==> src/rtl/fsm_updown_counter_mod_if.sv <==
// Control/status bundle for fsm_updown_counter_mod: the master drives enable, load and mode,
// the slave (the counter) returns count, terminal-count pulse, direction and FSM state.
interface fsm_updown_counter_mod_if #(
  parameter int unsigned NBIT = 8
);
  logic            en;
  logic            load;
  logic [NBIT-1:0] load_val;
  logic [1:0]      mode;
  logic [NBIT-1:0] q;
  logic            tc;
  logic            dir;
  logic [1:0]      state;

  modport master (
    output en, load, load_val, mode,
    input  q, tc, dir, state
  );

  modport slave (
    input  en, load, load_val, mode,
    output q, tc, dir, state
  );
endinterface

==> src/rtl/fsm_updown_counter_mod.sv <==
// Up/down/bounce counter with programmable modulus, parallel load and terminal-count pulse.
// Define FSM_CNT_SAT_EN to saturate at the limits in plain up/down modes instead of wrapping.
module fsm_updown_counter_mod #(
  parameter int unsigned NBIT    = 8,
  parameter int unsigned MAX_VAL = 2**NBIT - 1
) (
  input  logic                       clk_i,
  input  logic                       rst_ni,
  fsm_updown_counter_mod_if.slave    bus_io
);

  typedef enum logic [1:0] {
    StIdle = 2'b00,
    StUp   = 2'b01,
    StDown = 2'b10,
    StHold = 2'b11
  } state_e;

  localparam logic [NBIT-1:0] MaxVal = MAX_VAL[NBIT-1:0];
`ifdef FSM_CNT_SAT_EN
  localparam logic [NBIT-1:0] WrapUp   = MaxVal;
  localparam logic [NBIT-1:0] WrapDown = '0;
`else
  localparam logic [NBIT-1:0] WrapUp   = '0;
  localparam logic [NBIT-1:0] WrapDown = MaxVal;
`endif

  state_e          state_q, state_d;
  logic [NBIT-1:0] q_q, q_d;
  logic            tc_q, tc_d;
  logic            dir_q, dir_d;
  logic            bounce;

  assign bounce = (bus_io.mode == 2'b11);

  always_comb begin
    state_d = state_q;
    q_d     = q_q;
    tc_d    = 1'b0;
    if (bus_io.load) begin
      q_d = (bus_io.load_val > MaxVal) ? MaxVal : bus_io.load_val;
    end else if (bus_io.en) begin
      case (bus_io.mode)
        2'b00:   state_d = StHold;
        2'b01:   state_d = StUp;
        2'b10:   state_d = StDown;
        default: begin
          case (state_q)
            StUp:    state_d = (q_q == MaxVal) ? StDown : StUp;
            StDown:  state_d = (q_q == '0) ? StUp : StDown;
            default: state_d = StUp;
          endcase
        end
      endcase
      // Count follows the state held before this edge; the new state acts next cycle.
      case (state_q)
        StUp: begin
          if (q_q < MaxVal) begin
            q_d = q_q + NBIT'(1);
          end else begin
            tc_d = 1'b1;
            q_d  = bounce ? (MaxVal - NBIT'(1)) : WrapUp;
          end
        end
        StDown: begin
          if (q_q > '0) begin
            q_d = q_q - NBIT'(1);
          end else begin
            tc_d = 1'b1;
            q_d  = bounce ? NBIT'(1) : WrapDown;
          end
        end
        StIdle, StHold: ;
        default: state_d = StIdle;
      endcase
    end
  end

  assign dir_d = (state_d == StDown);

  always_ff @(posedge clk_i) begin
    if (!rst_ni) begin
      state_q <= StIdle;
      q_q     <= '0;
      tc_q    <= 1'b0;
      dir_q   <= 1'b0;
    end else begin
      state_q <= state_d;
      q_q     <= q_d;
      tc_q    <= tc_d;
      dir_q   <= dir_d;
    end
  end

  assign bus_io.q     = q_q;
  assign bus_io.tc    = tc_q;
  assign bus_io.dir   = dir_q;
  assign bus_io.state = state_q;

endmodule
==> src/flat_wrapper.sv <==
// flat-port wrapper written by rule: the top's interface ports become plain ports
module fsm_updown_counter_mod_flat 
#(
  parameter int unsigned NBIT    = 8,
  parameter int unsigned MAX_VAL = 2**NBIT - 1
)
  (clk_i, rst_ni, bus_io_en, bus_io_load, bus_io_load_val, bus_io_mode, bus_io_q, bus_io_tc, bus_io_dir, bus_io_state);
  fsm_updown_counter_mod_if #(.NBIT(NBIT)) bus_io_i ();
  input  logic clk_i;
  input  logic rst_ni;
  input wire logic [$bits(bus_io_i.en)-1:0] bus_io_en;
  input wire logic [$bits(bus_io_i.load)-1:0] bus_io_load;
  input wire logic [$bits(bus_io_i.load_val)-1:0] bus_io_load_val;
  input wire logic [$bits(bus_io_i.mode)-1:0] bus_io_mode;
  output wire logic [$bits(bus_io_i.q)-1:0] bus_io_q;
  output wire logic [$bits(bus_io_i.tc)-1:0] bus_io_tc;
  output wire logic [$bits(bus_io_i.dir)-1:0] bus_io_dir;
  output wire logic [$bits(bus_io_i.state)-1:0] bus_io_state;
  assign bus_io_i.en = bus_io_en;
  assign bus_io_i.load = bus_io_load;
  assign bus_io_i.load_val = bus_io_load_val;
  assign bus_io_i.mode = bus_io_mode;
  assign bus_io_q = bus_io_i.q;
  assign bus_io_tc = bus_io_i.tc;
  assign bus_io_dir = bus_io_i.dir;
  assign bus_io_state = bus_io_i.state;
  fsm_updown_counter_mod #(.NBIT(NBIT), .MAX_VAL(MAX_VAL)) u_core (.clk_i(clk_i), .rst_ni(rst_ni), .bus_io(bus_io_i));
endmodule
==> config.mk <==
export PLATFORM = sky130hd
export DESIGN_NAME = fsm_updown_counter_mod_flat
export DESIGN_NICKNAME = d
export VERILOG_FILES = /design/src/rtl/fsm_updown_counter_mod_if.sv /design/src/rtl/fsm_updown_counter_mod.sv /design/src/flat_wrapper.sv
export SDC_FILE = /design/constraint.sdc
export NUM_CORES = 1
export LEC_CHECK = 0
export CORE_ASPECT_RATIO = 0.75
export CORE_MARGIN = 8
export CORE_UTILIZATION = 49
export DETAILED_ROUTE_END_ITERATION = 10
export PLACE_DENSITY = 0.86
export SLEW_MARGIN = 0
export SYNTH_ARGS = -nofsm -noshare
export SYNTH_HDL_FRONTEND = slang
export SYNTH_SLANG_ARGS = --single-unit
==> constraint.sdc <==
create_clock -name clk_i -period 2.5 [get_ports clk_i]
set_clock_uncertainty 0.2 [all_clocks]
set_input_delay 0.5 -clock clk_i [delete_from_list [all_inputs] [get_ports clk_i]]
set_output_delay 0.5 -clock clk_i [all_outputs]
set_load 0.05 [all_outputs]
**Yosys cells after proc, flatten, opt, wreduce, memory -nomap -nowiden**

Cells that the tools add are included.

- Register bits after elaboration: 12

- Eq/ne operators: 7
- $add $sub $neg: 2
- Multiplexer cells: 17
- Reductions and logical operators: 6
- Bitwise operators: 2
- Order comparisons: 3

Operators with widths:

| kind | number |
|---|---|
| $mux W8 | 7 |
| $pmux W8 S2 | 1 |
| $add A8 B1 Y8 const B | 1 |
| $eq A2 B2 Y1 const B | 4 |
| $eq A8 B8 Y1 const B | 1 |
| $gt A8 B1 Y1 const B | 1 |
| $gt A8 B8 Y1 const B | 1 |
| $logic_not A8 Y1 | 1 |
| $lt A8 B8 Y1 const B | 1 |
| $mux W2 | 4 |
| $sub A8 B1 Y8 const B | 1 |
| $pmux W2 S3 | 1 |
| $eq A2 B1 Y1 const B | 2 |
| $pmux W2 S2 | 1 |
| $reduce_bool A3 Y1 | 1 |
| $reduce_or A3 Y1 | 1 |
| $logic_not A2 Y1 | 1 |
| $mux W1 | 2 |
| $not A1 Y1 | 2 |
| $pmux W1 S2 | 1 |
| $reduce_and A2 Y1 | 1 |
| $reduce_bool A2 Y1 | 1 |

**Depth between registers and ports, before layout**

Gate-level depths: netlist of run 1.

- Depth in word-level cells: 7
- Depth in mapped cells: 8
- Mapped depth without buffers: 7

**Worst setup path before layout of run 1**

No wires, ideal clock.

- Kind: register to register
- Start: register u_core.q_q[0] (netlist: u_core.bus_io.q[0])
- End: register u_core.q_q[7] (netlist: u_core.bus_io.q[7])
- Path slack: 0.069 ns
- Required time: 2.178 ns
- Stages on the path, launching flop included: 8
- Arrival: 2.109 ns
- Setup time: 0.122 ns
- Buffers on the path: 0
- Cell sequence: dfxtp_1 > inv_1 > ha_1 > nor4b_4 > nand2_1 > o21ai_0 > a221o_1 > a311o_1

- Word-level cells in the longest chain between the ends: 5

RTL lines:

| what | line | RTL |
|---|---|---|
| from (decl) | fsm_updown_counter_mod.sv:29 | `logic [NBIT-1:0] q_q, q_d;` |
| from (signal assigned) | fsm_updown_counter_mod.sv:89 | `q_q <= q_d;` |
| $sub A8 B1 Y8 (tied with other cells) | fsm_updown_counter_mod.sv:67 | `q_d = q_q - NBIT'(1);` |
| $mux W8 (on tied branches) | fsm_updown_counter_mod.sv:66, fsm_updown_counter_mod.sv:58 |  |
| $pmux W8 S2 (*) | fsm_updown_counter_mod.sv:56 | `case (state_q)` |
| $mux W8 (*) | fsm_updown_counter_mod.sv:42 | `end else if (bus_io.en) begin` |
| $mux W8 (*) | fsm_updown_counter_mod.sv:40 | `if (bus_io.load) begin` |

Mark *: on every way between the ends. The rest lies on a longest branch, timed or not. The select of a mux whose other input is x is not followed.
A chain may end at the register's enable or synchronous reset.

**Final worst setup path of run 1**

- Start: register u_core.q_q[4] (netlist: u_core.bus_io.q[4])
- End: output bus_io_q[4]

RTL lines:

| what | line | RTL |
|---|---|---|
| to (decl) | flat_wrapper.sv:15 | `output wire logic [$bits(bus_io_i.q)-1:0] bus_io_q;` |

No word-level cell between the ends.

==> results of run 1 <==
-- registers in the layout, indices dropped and copies added (netlist names) --
name and flops:
u_core.bus_io.state 2, u_core.bus_io.dir 1, u_core.bus_io.q 8, u_core.bus_io.tc 1
-- per-layer routing --
metal | part of all wire, % | global-route usage [%] | vias up
li1 | - | - | 632
met1 | 42 | 24.52 | 611
met2 | 44 | 30.81 | 111
met3 | 13 | 5.769 | 10
met4 | 1.8 | 5.900 | 0
met5 | 0 | 0 | -
-- final cells by class --
class | count | area, um2
fillers | 188 | 779.5
flip-flops and latches | 12 | 240.2
multi-input cells | 119 | 778.2
clock buffers | 4 | 36.28
inverters | 10 | 37.54
well taps | 25 | 31.28
repair buffers | 36 | 330.3
-- final timing paths --
check                           cells after the start            endpoint
worst min register to register                      2  u_core.bus_io.q[6]
worst max-delay path                                1         bus_io_q[4]
worst max register to register                      7   u_core.bus_io.dir
worst min-delay path                                2  u_core.bus_io.q[6]
-- through the flow --
stage,area (um2),total power [mW]
detailed placement,1418,0.5126
global placement,1418,0.5088
global route,1454,0.7223
finish,1454,0.6874
floorplan,1117,0.4136
CTS,1454,0.6825
-- synthesized netlist by cell type (2+ instances only) --
cell | count | area [um2]
a21oi_1 | 9 | 45.04
and2_1 | 3 | 18.77
inv_1 | 10 | 37.54
nor3_1 | 4 | 20.02
a221o_1 | 2 | 20.02
clkbuf_1 | 6 | 22.52
and3_2 | 2 | 15.01
a22o_1 | 2 | 17.52
buf_2 | 4 | 20.02
a31oi_1 | 8 | 50.05
nand2_1 | 18 | 67.56
and3_1 | 2 | 12.51
a22oi_1 | 4 | 30.03
nor2_1 | 6 | 22.52
nand3b_1 | 2 | 15.01
o21ai_0 | 10 | 50.05
dfxtp_1 | 12 | 240.2
nor2b_1 | 3 | 18.77
o2111ai_1 | 2 | 17.52
nand3_1 | 8 | 40.04
a21boi_0 | 2 | 15.01
o221ai_1 | 3 | 26.28
ha_1 | 4 | 50.05
xnor2_1 | 3 | 26.28
xor2_1 | 3 | 26.28
-- cells in the final DEF (no fill, tap or decap), types with 4 or more instances in the layout --
cell	Yosys	final
buf_4	1	12
ha_1	4	4
dfxtp_1	12	12
nor2_1	6	6
nand2_1	18	18
a22oi_1	4	4
nor3_1	4	4
a21oi_1	9	9
clkdlybuf4s50_1	0	24
a31oi_1	8	8
nand3_1	8	8
inv_1	10	10
o21ai_0	10	10
-- cell families after synthesis --
group	after synthesis	share of synthesized area [%]
flops	12	21.50
compound gates	53	32.81
buf+inv	22	8.847
xor+xnor	6	4.704
fa+ha+maj	4	4.479
simple gates	56	27.66
-- power breakdown --
part,switching (mW),internal (mW)
Sequential,0.0226,0.204
Clock,0.0810,0.0889
Combinational,0.173,0.118
==> flow_summary.ini, run 1 <==
[status]
outcome = finished, final reports clean

[hold_path]
worstHoldPathType = register to register
hold_start = u_core.bus_io.q[6]

[global_routing]
first_global_vias = 1270
grt_pass1_wl_mm = 6.265
grt_overflow = 0
antenna_found_initial = 0
grt_usage_pct = 19.43
grt_max_degree = 13

[cts]
cts_tree = built
clkLatencyLatePin_ns = 0.29
clockRootBuffer = clkbuf_4
clock_path_buffers = 2
postCtsResizedCells = 0
postCtsSetupBuffers = 0
cts_buffers = 3
clk_pin_slew_ns = 0.09
cts_sinks = 12
h-tree-depth = 1
cts_hold_buf = 0

[logic_synthesis]
synth.net_count = 171
netlist_instances = 153
ys_seq_elements = 12
synth_area_um2 = 1117
synth_edf_count = 0
ys.flop_type = dfxtp_1
synth_area_per_cell_um2 = 7.303
yosysUniqueCellTypes = 46
synthArstFlopShare_pct = 0
yosysSeqAreaShare_pct = 21.50
synth_warnings = 0

[power_and_ir_drop]
irDropWorstVdd_mv = 0.3706
cellLeakagePower_nw = 0.5537
p_per_area_nw_per_um2 = 472.8

[finish]
antennaDiodeCount = 0
utilization_pct = 65.10
final_cells = 206
nNetsFinal = 200
synthToLayoutAreaGrowth_pct = 30.12
layout-drive-gt1-share_pct = 11.60

[setup_path]
endpoint_kind = primary output
crit_family = buffers and inverters
crit_chain = clkdlybuf4s50_1
cp_num_buf_inv = 1
path_max_fanout = 9
max_stage_delay_ns = 0.88
crit_start = u_core.bus_io.q[4]
worstPathRequired_ns = 1.80
r2r-start = u_core.bus_io.q[1]
regToRegSetupSlack_ns = 0.19
critPathKind = register to primary output
cp.arrival_ns = 1.71
cpMaxStageDelayCell = clkdlybuf4s50_1
startpoint_type = register

[drt]
vias_per_cell = 6.621
drc = 0
totalWireLength_mm = 3.883
drtIter0Drc = 247
dr.pass1.iters = 6
ant_nets = 0
detail_route.wl_per_cell_um = 18.85
vias = 1364

[sta]
slew_viol_final = 0
rsz0062_at_grt = no
layout_setup_ws_ns = 0.08832
fmaxAchievable_ghz = 0.4146
tns_ns = 0
fin_crit_sh_pct = 96.47
period_needed_ns = 2.412
slew_headroom_pct = 65.82
setup_violations = 0
report.final.hold_viol_count = 0
worst_pin_slew_ns = 0.5112
hold_ws_ns = 0.4215

[placed_design]
dp_worst_setup_slack_ns = 0.06923
gp_congestion = 1.005
place_hpwl_mm = 2.938
io_buffers = 25
dp_cells = 202

[floorplan]
core-area_um2 = 2233
start_util_pct = 50.03
die_w_um = 71.14
num_rows = 15
ioPinCount = 26
dieArea_um2 = 4080
die_h_um = 57.36

[flow_run]
max_cap_viol_count = 0
Note: power is estimated with default switching activity, not from simulation.
==> run 2: changes to the inputs <==
--- a/config.mk
+++ b/config.mk
@@ -10,6 +10,7 @@
 export CORE_UTILIZATION = 49
 export DETAILED_ROUTE_END_ITERATION = 10
 export PLACE_DENSITY = 0.86
+export SKIP_LAST_GASP = 1
 export SLEW_MARGIN = 0
 export SYNTH_ARGS = -nofsm -noshare
 export SYNTH_HDL_FRONTEND = slang
==> results of run 2 <==
Same layout as run 1: the final DEF is identical, and so are final timing and power.
